<file path="src/rtl/bnn_seq_ctrl.sv">
// bnn_seq_ctrl: sequencing controller for a bit-serial binarised neural network
// classifier core. Accepts one sample, holds it for the core, releases the core
// from reset for a fixed number of clock edges, then samples and decodes the
// core's class index and holds the result until the consumer takes it.
//
// Ports
//   clk        : single clock
//   rst        : asynchronous active-high reset
//   in_data    : sample to classify (B*N bits)
//   in_valid   : in_data valid
//   in_ready   : controller idle, sample will be accepted on the next edge
//   core_data  : sample held for the classifier core
//   core_rst   : registered reset/start to the classifier core
//   core_klass : raw class index from the core
//   out_label  : decoded label, C-1-core_klass (wraps modulo 2^$clog2(C))
//   out_err    : raw class index was above C-1
//   out_valid  : out_label / out_err valid
//   out_ready  : consumer accepts the result
//   done_cnt   : results delivered since reset (wraps)
//
// state | meaning
// IDLE  | waiting for a sample, in_ready=1, core held in reset
// START | sample latched, core still in reset for one more cycle
// RUN   | core running, cnt counts 0..N+M, result sampled at cnt==N+M
// HOLD  | result presented, waiting for out_ready

module bnn_seq_ctrl #(
  parameter int N = 16,
  parameter int M = 40,
  parameter int B = 4,
  parameter int C = 10,
  localparam int KW = $clog2(C),
  localparam int CW = $clog2(N + M + 1)
) (
  input  logic              clk,
  input  logic              rst,
  input  logic [B*N-1:0]    in_data,
  input  logic              in_valid,
  output logic              in_ready,
  output logic [B*N-1:0]    core_data,
  output logic              core_rst,
  input  logic [KW-1:0]     core_klass,
  output logic [KW-1:0]     out_label,
  output logic              out_err,
  output logic              out_valid,
  input  logic              out_ready,
  output logic [15:0]       done_cnt
);

  typedef enum logic [1:0] {IDLE, START, RUN, HOLD} state_t;

  localparam logic [CW-1:0] CNT_LAST = CW'(N + M);
  localparam logic [KW-1:0] K_MAX    = KW'(C - 1);

  state_t          state, state_nxt;
  logic [CW-1:0]   cnt, cnt_nxt;
  logic [B*N-1:0]  data_q, data_nxt;
  logic [KW-1:0]   label_nxt;
  logic            err_nxt;
  logic            valid_nxt;
  logic            core_rst_nxt;
  logic [15:0]     done_nxt;

  assign in_ready  = (state == IDLE);
  assign core_data = data_q;

  always_ff @(posedge clk or posedge rst) begin
    if (rst) begin
      state     <= IDLE;
      cnt       <= '0;
      data_q    <= '0;
      out_label <= '0;
      out_err   <= 1'b0;
      out_valid <= 1'b0;
      done_cnt  <= '0;
      core_rst  <= 1'b1;
    end else begin
      state     <= state_nxt;
      cnt       <= cnt_nxt;
      data_q    <= data_nxt;
      out_label <= label_nxt;
      out_err   <= err_nxt;
      out_valid <= valid_nxt;
      done_cnt  <= done_nxt;
      core_rst  <= core_rst_nxt;
    end
  end

  always_comb begin
    state_nxt = state;
    cnt_nxt   = cnt;
    data_nxt  = data_q;
    label_nxt = out_label;
    err_nxt   = out_err;
    valid_nxt = out_valid;
    done_nxt  = done_cnt;
    case (state)
      IDLE: begin
        if (in_valid) begin
          data_nxt  = in_data;
          state_nxt = START;
        end
      end
      START: begin
        cnt_nxt   = '0;
        state_nxt = RUN;
      end
      RUN: begin
        if (cnt == CNT_LAST) begin
          // subtraction wraps at KW bits so out-of-range indices still decode
          label_nxt = K_MAX - core_klass;
          err_nxt   = (core_klass > K_MAX);
          valid_nxt = 1'b1;
          state_nxt = HOLD;
        end else begin
          cnt_nxt = cnt + CW'(1);
        end
      end
      HOLD: begin
        if (out_ready) begin
          valid_nxt = 1'b0;
          done_nxt  = done_cnt + 16'd1;
          state_nxt = IDLE;
        end
      end
      default: state_nxt = IDLE;
    endcase
    // core_rst follows the state it will be in, so it is registered yet aligned
    core_rst_nxt = (state_nxt == IDLE) || (state_nxt == START);
  end

endmodule

</file>
<file path="config.mk">
export PLATFORM = sky130hd
export DESIGN_NAME = bnn_seq_ctrl
export DESIGN_NICKNAME = d
export VERILOG_FILES = /design/src/rtl/bnn_seq_ctrl.sv
export SDC_FILE = /design/constraint.sdc
export NUM_CORES = 1
export LEC_CHECK = 0
export BUFFER_PORTS_ARGS = -buffer_cell sky130_fd_sc_hd__buf_2
export CORE_MARGIN = 2
export CORE_UTILIZATION = 52
export DETAILED_ROUTE_END_ITERATION = 12
export PLACE_DENSITY = 0.88
export SYNTH_ARGS = -nofsm -noshare
export SYNTH_HDL_FRONTEND = slang
export SYNTH_SLANG_ARGS = --single-unit
</file>
<file path="constraint.sdc">
create_clock -name clk -period 6.1 [get_ports clk]
set_input_delay 0.61 -clock clk [delete_from_list [all_inputs] [get_ports clk]]
set_output_delay 0.61 -clock clk [all_outputs]
set_load 0.01 [all_outputs]
</file>
# Word-level counts from Yosys, hierarchy flattened
# Index checks and enable logic that the tools add are counted.
# op_classes
n_reduce_logical	10
add_sub_neg	3
n_eq_ne	8
n_lt_le_gt_ge	1
mux	9
# ops
op	n
$add A16 B1 Y16 const B	1
$pmux W6 S2	1
$pmux W2 S4	1
$reduce_and A2 Y1	4
$add A6 B1 Y6 const B	1
$eq A6 B6 Y1 const B	1
$mux W2	3
$mux W6	1
$ne A2 B2 Y1 const B	3
$eq A2 B1 Y1 const B	2
$eq A2 B2 Y1 const B	2
$gt A4 B4 Y1 const B	1
$logic_not A2 Y1	2
$reduce_bool A2 Y1	2
$sub A4 B4 Y4 const A	1
$reduce_and A3 Y1	1
$mux W1	2
$pmux W1 S2	1
$logic_or A1 B1 Y1	1
# totals
input_bits	72
elab_cells	39
register_bits	95
out_inout_bits	88

# Longest topological paths before layout
# Gate-level depths: netlist (run 1).
# logic_depth
word_depth	5
depth_mapped	7
mapped_depth_nobuf	6

# Worst setup path before layout (run 1)
# Ideal clock, no wire load.
# synth_timing
path_type	input port to flip-flop
startpoint	input port out_ready
endpoint	register done_cnt[14]
slack_ns	4.372
path_stages	4
t_arrival_ns	1.602
path_buffers	0
cell_sequence	nand3_4 > or2_4 > or4_4 > xnor2_2
# synth_via
elab_chain_cells	1
# synth_lines
item	line	rtl
start, declared	46	input logic out_ready,
$reduce_and A2 Y1 (no line)	-	
end signal, assigned	84	done_cnt <= done_nxt;
end, declared	47	output logic [15:0] done_cnt
# Every way passes these cells.
# A chain may end at the register's enable or synchronous reset.

# Worst setup path in the final report (run 1)
# layout_timing
startpoint	register state[1]
endpoint	register data_q[55], in the netlist core_data[55]
# layout_via
elab_chain_cells	2
# layout_lines
item	line	rtl
start, declared	55	state_t state, state_nxt;
start signal, assigned	78	state <= state_nxt;
$logic_not A2 Y1	97	case (state)
$reduce_and A2 Y1 (no line)	-	
end signal, assigned	80	data_q <= data_nxt;
end, declared	57	logic [B*N-1:0] data_q, data_nxt;
# Every way passes these cells.

==> impl_results.md, run 1 <==
* Syn Area/Cell at 9.34 um2
* Synth area leaders: dfrtp_1 (61%), nand2_1 (20%), xnor2_1 (2.5%)
* Num ports at 160
* Initial Util at 0.534
* Pin slew with the least headroom to its limit at 1210 ps
* Post-DP HPWL at 6.21 mm
* Routed WL at 8.71 mm
* CTS tree: done
* Post-Synth Simple-Gate Area at 0.257
* Power Density at 232 nW/um2
* Post-synthesis xor/xnor area fraction at 0.0381
* N_diodes at 0
* Total GRT Usage at 0.221
* Minimum clock period at 2330 ps
* Core Area at 7250 um2
* Sequential Area at 2380 um2
* Crit-path max FO at 64
* Worst Setup SP: state[1]
* Ys Warns at 0
* Status: finished, final reports clean
* Most frequent cell after synthesis: nand2_1
* Critical path launch point type: flop
* Vias in the first global route at 3304
* Overall power at 1.15 mW
* Num CTS Buffers at 9
* Tcrit/Tclk final at 0.383
* Die area at 8160 um2
* First-pass GRT wire length at 14.6 mm
* Post-CTS setup buffer count at 0
* Post-synth top cells: nand2_1 (211), dfrtp_1 (94), o21ai_0 (13), inv_1 (11), xnor2_1 (11)
* Post-layout util at 0.682
* H-tree depth at 3
* Final hold violation count at 0
* Setup TNS at 0 ps
* RSZ-0062 raised after global routing: false
* Crit. End Element: flop
* DR vias at 3313
* Initial antenna violation count at 0
* Worst-path clk slew at 90 ps
* Worst path arrival time at 2610 ps
* Clock sink count at 95
* Post-Syn Instances at 415
* Top cell type's share of synthesized area at 0.607
* Core Rows at 31
* Slew HR at 0.191
* Post-CTS Hold Buffers at 0
* Slew Viols, Final at 0
* Multiplexer share of the synthesized area at 0.00387
* Initial DRC Count at 148
* Die width at 90.3 um
* Detail Route Antenna Nets at 0
* Worst VDD drop at 0.126 mV
* Clk_skew at 12.2 ps
* First-pass DRT Iterations at 5
* Multi-input gate area in the final layout at 1370 um2
* Synthesis-to-layout area growth at 27.6%
* CTS resizes at 0
* Adder-Cell Fraction of Synth Area at 0.0129
* Layout fillers at 583
* Max Cap Violations at 0
* Post-Synthesis Net Count at 491
* Distinct cell type count after synthesis at 36
* Async S/R FF share, synth at 1.00
* Buffers added on ports at 159
* Worst EP required at 6370 ps
* Final #Nets at 643
* Clock Latency Late Sink at 340 ps
* WS Path Type: reg2reg
* Leak at 2.98 nW
* Top FF cell, synth: dfrtp_1
* Largest family of logic cells by synthesized area: simple AND/OR/NAND/NOR gates
* Fmax at 0.428 GHz
* Fin Hold WS at 368 ps
* Sequential area share after synthesis at 0.614
* Vias per std cell at 4.94
* # setup viols final at 0
* Gpl congestion at 0.757
* Fraction of layout cells with a size suffix above 1 at 0.320
* Post-synth top area cell: dfrtp_1
* Largest net degree at the start of global routing at 66
* Routed length per placed instance at 13.0 um
* Clock Path Buffers at 2
* Synth Area in Compound Gates at 0.0403
* R2R Setup Slk at 3770 ps
* Congestion Overflow GR at 0
* Synth Cell Area at 3880 um2
* Hold WC Path Type: in2async
* Die Height at 90.3 um
* Number of synthesized flops with an enable pin at 0
* Post-Place Cells at 655
* R2r startpoint: state[1]
* #FFs+latches synth at 95
* CTS root buf: clkbuf_8
* Drt drc at 0
* Non-Filler Instances at 671
## logic make-up (layout without fill, tap and decap cells)
| logic type | Yosys count | in the layout |
|---|---|---|
| AO/OA/AOI/OAI | 25 | 25 |
| XOR/XNOR | 16 | 16 |
| adder cells (fa/ha/maj) | 4 | 4 |
| buffers and inverters | 30 | 187 |
| flip-flops | 95 | 95 |
| multiplexers | 1 | 1 |
| AND/OR/NAND/NOR | 244 | 244 |
## layer usage
layer | up-vias | GRT usage | share of wire
met1 | 1554 | 0.257 | 0.42
met5 | - | 0 | 0
met4 | 0 | 0.0859 | 0.021
met2 | 137 | 0.389 | 0.49
met3 | 16 | 0.0584 | 0.068
li1 | 1606 | - | -
## per-stage QoR
| step | setup WS (ps) | instance area, um2 |
|---|---|---|
| after floorplan | 3010 | 3880 |
| after global placement | 3970 | 4720 |
| after detailed placement | 3800 | 4720 |
| after CTS | 3770 | 4950 |
| after global routing | 3540 | 4950 |
| final | 3770 | 4950 |
## critical path, stage by stage, from the launching register on
cell and delay, ps:
dfrtp_1 600, nor2_1 410, and2_2 950, nand2_1 130, nand2_1 110
## worst paths after layout
kind,end,depth (start not counted)
setup / recovery,core_data[55],4
hold reg to reg,done_cnt[15],1
max in group asynchronous,core_data[27],3
min in group clk,core_data[34],3
setup reg to reg,core_data[55],4
hold / removal,done_cnt[0],2
## layout by cell type (no fill, tap or decap), types with 4 or more instances in the layout
cell type	count
nor2_1	5
dfrtp_1	94
clkbuf_8	9
xor2_1	4
nand3_1	8
ha_1	4
nand4_1	4
nand2_1	210
o21ai_0	13
inv_1	10
xnor2_1	11
buf_2	159
## layout make-up
class / count / area share
Sequential cell: 95 / 0.481
Clock inverter: 4 / 0.0192
Inverter: 11 / 0.00860
Tap cell: 99 / 0.0250
Timing Repair Buffer: 160 / 0.162
Multi-Input combinational cell: 290 / 0.277
Clock buffer: 12 / 0.0273
## sequential cells by signal, summed over array words and instances (netlist names)
signal and cells:
cnt 6, core_data 64, core_rst 1, done_cnt 16, out_err 1, out_label 4, out_valid 1, state 2
## where the power goes
part	internal (mW)	switching, mW
Clock	0.273	0.203
Combinational	0.0191	0.0208
Sequential	0.630	0.000389
(Power assumes the default switching activity.)
==> run 2: changes to the inputs <==
--- a/config.mk
+++ b/config.mk
@@ -7,9 +7,9 @@
 export LEC_CHECK = 0
 export BUFFER_PORTS_ARGS = -buffer_cell sky130_fd_sc_hd__buf_2
 export CORE_MARGIN = 2
-export CORE_UTILIZATION = 52
+export CORE_UTILIZATION = 48
 export DETAILED_ROUTE_END_ITERATION = 12
-export PLACE_DENSITY = 0.88
+export PLACE_DENSITY = 0.82
 export SYNTH_ARGS = -nofsm -noshare
 export SYNTH_HDL_FRONTEND = slang
 export SYNTH_SLANG_ARGS = --single-unit
==> constraint.sdc (replaced) <==
create_clock -name clk -period 2.3 [get_ports clk]
set_input_delay 0.23 -clock clk [delete_from_list [all_inputs] [get_ports clk]]
set_output_delay 0.23 -clock clk [all_outputs]
set_load 0.01 [all_outputs]
==> run 2 against run 1 <==
Total power rose to 2.6 times the previous value. Clock skew fell by 1.9 ps. Clock power grew to 2.5 times the previous value. Largest power group unchanged. Combinational power grew to 2.7 times the previous value. The flow now finishes with violations (negative hold slack). Critical path depth unchanged. Setup slack lost 3400 ps. Critical path type unchanged. Fmax up 19%. Via count increased by 0.42%. Routed wire length hardly changed. Utilization is 3.8 points lower. Flip-flop and latch count is the same. Global-route usage shrank 1.4 points.
==> impl_results.md, run 2 (same netlist as run 1, synthesis figures left out) <==
* Congestion Overflow GR at 0 (unchanged)
* Core Area at 7770 um2 (+7.1%)
* N_diodes at 0 (unchanged)
* Clock Path Buffers at 2 (unchanged)
* Crit-path max FO at 18 (-72%)
* Pin slew with the least headroom to its limit at 671 ps (-539 ps)
* Initial antenna violation count at 0 (unchanged)
* Power Density at 595 nW/um2 (+160%)
* Die width at 93.9 um (+3.9%)
* Non-Filler Instances at 675 (+0.60%)
* First-pass GRT wire length at 14.4 mm (-1.9%)
* Core Rows at 32 (+3.2%)
* Final #Nets at 646 (+0.47%)
* Initial DRC Count at 164 (+11%)
* Leak at 2.99 nW (+0.61%)
* Post-DP HPWL at 6.34 mm (+2.2%)
* Die area at 8810 um2 (+8.0%)
* Critical path launch point type: flop
* # setup viols final at 0 (unchanged)
* Initial Util at 0.499 (-0.0354)
* Largest net degree at the start of global routing at 96 (+45%)
* Worst path arrival time at 2200 ps (-410 ps)
* Worst VDD drop at 0.302 mV (+140%)
* First-pass DRT Iterations at 4 (-1)
* Worst-path clk slew at 90 ps (about the same)
* CTS root buf: clkbuf_8
* Minimum clock period at 1960 ps (-379 ps)
* Max reg flops at 64 (unchanged)
* WS Path Type: reg2reg
* H-tree depth at 3 (unchanged)
* CTS tree: done
* Hold WC Path Type: in2async
* Final hold violation count at 1 (+1)
* Drt drc at 0 (unchanged)
* Fin Hold WS at -3.29 ps (-371 ps)
* Max Cap Violations at 0 (unchanged)
* Slew Viols, Final at 0 (unchanged)
* Vias per std cell at 4.93 (-0.17%)
* Vias in the first global route at 3286 (-0.54%)
* Clk_skew at 10.4 ps (-1.87 ps)
* Fraction of layout cells with a size suffix above 1 at 0.326 (+0.00642)
* Most frequent cells in the layout: nand2_1 (210), buf_2 (159), dfrtp_1 (94)
* Tcrit/Tclk final at 0.850 (+0.468)
* Place WS at 355 ps (-3440 ps)
* Status: finished with violations
* Commonest non-fill, non-tap cell in the layout: nand2_1
* Post-CTS setup buffer count at 0 (unchanged)
* DR vias at 3327 (+0.42%)
* Post-Place Cells at 661 (+0.92%)
* Gpl congestion at 0.761 (+0.50%)
* Fmax at 0.511 GHz (+19%)
* Crit. End Element: flop
* RSZ-0062 raised after global routing: false
* Clock Latency Late Sink at 350 ps (about the same)
* Num CTS Buffers at 9 (unchanged)
* Overall power at 2.97 mW (+160%)
* CTS resizes at 0 (unchanged)
* Final WS setup at 344 ps (-3420 ps)
* Detail Route Antenna Nets at 0 (unchanged)
* Routed WL at 8.72 mm (about the same)
* Worst EP required at 2540 ps (-3830 ps)
* Post-CTS Hold Buffers at 0 (unchanged)
* Slew HR at 0.550 (+0.359)
* Clock sink count at 95 (unchanged)
* Routed length per placed instance at 12.9 um (-0.52%)
* Buffers added on ports at 159 (unchanged)
* Violated checks: negative hold slack
* Die Height at 93.9 um (+3.9%)
* Setup TNS at 0 ps (unchanged)
* Synthesis-to-layout area growth at 29.1%
* Total GRT Usage at 0.206 (-0.0145)
* Num ports at 160 (unchanged)
run 2: final timing paths:
check                              from       endpoint  slack, ps  depth (start not counted)
max                            state[1]   done_cnt[14]        340                          4
min                                 rst    done_cnt[1]         -3                          3
max reg2reg                    state[1]   done_cnt[14]        340                          4
min reg2reg                done_cnt[15]   done_cnt[15]        470                          1
max in group asynchronous           rst  core_data[16]       1890                          3
min in group clk            in_data[19]  core_data[19]         70                          3
run 2: worst max-delay path: stages (launching register included):
cell and delay, ps:
dfrtp_1 710, nand3_4 170, or2_4 310, or4_4 520, xnor2_2 140
run 2: where the power goes:
group / leakage, nW / total, mW / internal, mW / switching, mW
clock: 0.108 / 1.19 / 0.660 / 0.533
sequential: 1.28 / 1.67 / 1.67 / 0.00102
combinational: 1.61 / 0.109 / 0.0532 / 0.0559
total: 2.99 / 2.97 / 2.38 / 0.590
run 2: layer usage:
| metal | routed length (um) | global-route usage |
|---|---|---|
| met5 | 0 | 0 |
| met1 | 3530 | 0.236 |
| met4 | 201 | 0.0978 |
| met2 | 4440 | 0.365 |
| met3 | 551 | 0.0449 |
run 2: area by class of cell:
| type | instances | area (um2) |
|---|---|---|
| Clock inverter | 3 | 67.6 |
| Inverter | 11 | 45.0 |
| Fill cell | 652 | 2770 |
| Sequential cell | 95 | 2380 |
| Clock buffer | 11 | 151 |
| Timing Repair Buffer | 163 | 863 |
| Multi-Input combinational cell | 290 | 1370 |
| Tap cell | 102 | 128 |
run 2: through the flow:
stage,hold slack [ps],utilization,cell area [um2]
after CTS,25.2,0.644,5000
after detailed placement,416,0.616,4780
after global routing,41.6,0.644,5000
after global placement,409,0.616,4780
final,-3.29,0.644,5000
after floorplan,335,-,3880
==> run 3: changes to the inputs <==
--- a/config.mk
+++ b/config.mk
@@ -6,10 +6,14 @@
 export NUM_CORES = 1
 export LEC_CHECK = 0
 export BUFFER_PORTS_ARGS = -buffer_cell sky130_fd_sc_hd__buf_2
+export CELL_PAD_IN_SITES_DETAIL_PLACEMENT = 1
+export CELL_PAD_IN_SITES_GLOBAL_PLACEMENT = 1
 export CORE_MARGIN = 2
-export CORE_UTILIZATION = 48
+export CORE_UTILIZATION = 35
 export DETAILED_ROUTE_END_ITERATION = 12
+export GPL_TIMING_DRIVEN = 0
 export PLACE_DENSITY = 0.82
+export SKIP_LAST_GASP = 1
 export SYNTH_ARGS = -nofsm -noshare
 export SYNTH_HDL_FRONTEND = slang
 export SYNTH_SLANG_ARGS = --single-unit
==> run 3 against run 2 <==
The flow now finishes without violations. Flip-flop and latch count unchanged. Worst hold slack better by 53 ps. Count of clock-buffer cells in the layout unchanged. Die area up 35%. Fmax up 3.4%. Non-clock buffer count up 18.
==> impl_results.md, run 3 (same netlist as run 1, synthesis figures left out) <==
* Status: finished, final reports clean
* Detail Route Antenna Nets at 0 (unchanged)
* Final #Nets at 664 (+2.8%)
* Leak at 3.05 nW (+2.0%)
* Post-DP HPWL at 7.89 mm (+25%)
* R2R Setup Slk at 410 ps (+60 ps)
* Die area at 11900 um2 (+35%)
* Placed Area at 4890 um2 (+2.2%)
* Largest net degree at the start of global routing at 39 (-59%)
* Final WS setup at 408 ps (+63.9 ps)
* Worst-path clk slew at 90 ps (about the same)
* Worst VDD drop at 0.349 mV (+16%)
* Max reg flops at 64 (unchanged)
* R2r startpoint: state[1]
* Num CTS Buffers at 9 (unchanged)
* Initial Util at 0.358 (-0.141)
* Die width at 109 um (+16%)
* Clock Path Buffers at 2 (unchanged)
* # setup viols final at 0 (unchanged)
* Setup TNS at 0 ps (unchanged)
* Power Density at 608 nW/um2 (+2.3%)
* Design area at 5150 um2 (+2.9%)
* Slowest cell delay on critical path at 380 ps (-330 ps)
* Reg2Reg Depth at 7 (+3)
* Clock sink count at 95 (unchanged)
* Hold Startpoint: core_klass[0]
* CTS root buf: clkbuf_8
* WHS Endpoint: out_label[0]
* Reg-to-reg endpoint: core_data[50]
* Initial DRC Count at 182 (+11%)
* Max Cap Violations at 0 (unchanged)
* Slew Viols, Final at 0 (unchanged)
* Crit-path max FO at 10 (-8)
* Routed length per placed instance at 14.4 um (+12%)
* H-tree depth at 3 (unchanged)
* Clock Latency Late Sink at 360 ps (about the same)
* Vias in the first global route at 3671 (+12%)
* RSZ-0062 raised after global routing: false
* Place WS at 412 ps (+57.5 ps)
* Post-layout util at 0.475 (-0.169)
* Commonest non-fill, non-tap cell in the layout: nand2_1
* WS Path Type: reg2reg
* N_diodes at 0 (unchanged)
* Buffers added on ports at 159 (unchanged)
* Fmax at 0.528 GHz (+3.4%)
* Drt drc at 0 (unchanged)
* Post-Place Cells at 716 (+8.3%)
* CTS resizes at 0 (unchanged)
* Minimum clock period at 1890 ps (-63.9 ps)
* Core Area at 10800 um2 (+40%)
* Worst path arrival time at 2150 ps (-50 ps)
* Core Rows at 38 (+19%)
* Clk_skew at 10.8 ps (+0.405 ps)
* Tcrit/Tclk final at 0.823 (-0.0278)
* Gpl congestion at 0.796 (+4.7%)
* First-pass DRT Iterations at 5 (+1)
* Non-Filler Instances at 733 (+8.6%)
* DR vias at 3414 (+2.6%)
* CTS tree: done
* Initial antenna violation count at 0 (unchanged)
* Synthesis-to-layout area growth at 32.8%
* First-pass GRT wire length at 17.4 mm (+21%)
* Post-CTS setup buffer count at 0 (unchanged)
* Cell mode on critical path: nand2_1
* Pin slew with the least headroom to its limit at 740 ps (+69.2 ps)
* CP max-delay cell: nor2_1
* Die Height at 109 um (+16%)
* Fraction of layout cells with a size suffix above 1 at 0.331 (+0.00417)
* Slew HR at 0.506 (-0.0437)
* Crit. End Element: flop
* Routed WL at 10.6 mm (+21%)
* Final hold violation count at 0 (-1)
* Total GRT Usage at 0.187 (-0.0190)
* Most frequent cells in the layout: nand2_1 (211), buf_2 (169), dfrtp_1 (94)
* Vias per std cell at 4.66 (-5.5%)
* Critical path launch point type: flop
* Hold Path Depth at 2
* Num ports at 160 (unchanged)
* Worst path cell trace: buf_4 -> nor2_1 -> nand2_1 -> buf_2 -> clkbuf_1 -> nand2_1 -> nand2_1
* Congestion Overflow GR at 0 (unchanged)
* Worst EP required at 2560 ps (+20 ps)
* Hold WC Path Type: in2reg
-- run 3: how the worst max path moves through the flow --
stage                     slack (ps)   startpoint       endpoint  cells after the start
after global routing             200     state[1]  core_data[51]                      7
final                            410     state[1]  core_data[50]                      7
after CTS                        380     state[1]  core_data[50]                      7
after global placement           300          rst  core_data[34]                      2
after detailed placement         410     state[1]  core_data[50]                      7
after floorplan                  590  done_cnt[0]   done_cnt[14]                      5
-- run 3: layout make-up --
| type | count | area, um2 |
|---|---|---|
| buffer | 19 | 91.3 |
| clock buffer | 11 | 141 |
| clock inverter | 5 | 105 |
| fill | 1330 | 5690 |
| inverter | 11 | 45.0 |
| multi-input combinational | 290 | 1370 |
| sequential | 95 | 2380 |
| tap | 140 | 175 |
| timing repair buffer | 162 | 846 |
-- run 3: worst max-delay path, delay by kind of cell (launching register included) --
family,cells,cell delay [ps]
simple gates,4,730
buf+inv,3,690
flops,1,370
-- run 3: power by group --
group	internal [mW]	leakage (nW)	switching [mW]
logic	0.0576	1.66	0.0581
registers	1.67	1.28	0.000734
clock network	0.753	0.116	0.591
total	2.48	3.05	0.649
-- run 3: through the flow --
step | power (mW) | hold slack (ps)
after global placement | 1.81 | 418
after detailed placement | 1.82 | 399
after CTS | 3.17 | 36.4
after global routing | 3.25 | 37.3
final | 3.13 | 49.4
after floorplan | 1.74 | 335
-- run 3: metal layers --
layer / vias up / wire [um] / share of wire / GRT usage
met3: 10 / 679 / 0.064 / 0.0520
li1: 1658 / - / - / -
met4: 0 / 136 / 0.013 / 0.0642
met2: 99 / 5440 / 0.51 / 0.330
met5: - / 0 / 0 / 0
met1: 1647 / 4310 / 0.41 / 0.218
-- run 3: what timing repair did --
item / CTS / global route
endpoints found under the hold margin: 23 / 0
setup endpoints to repair: 0 / 0
hold buffers: 1 / 0
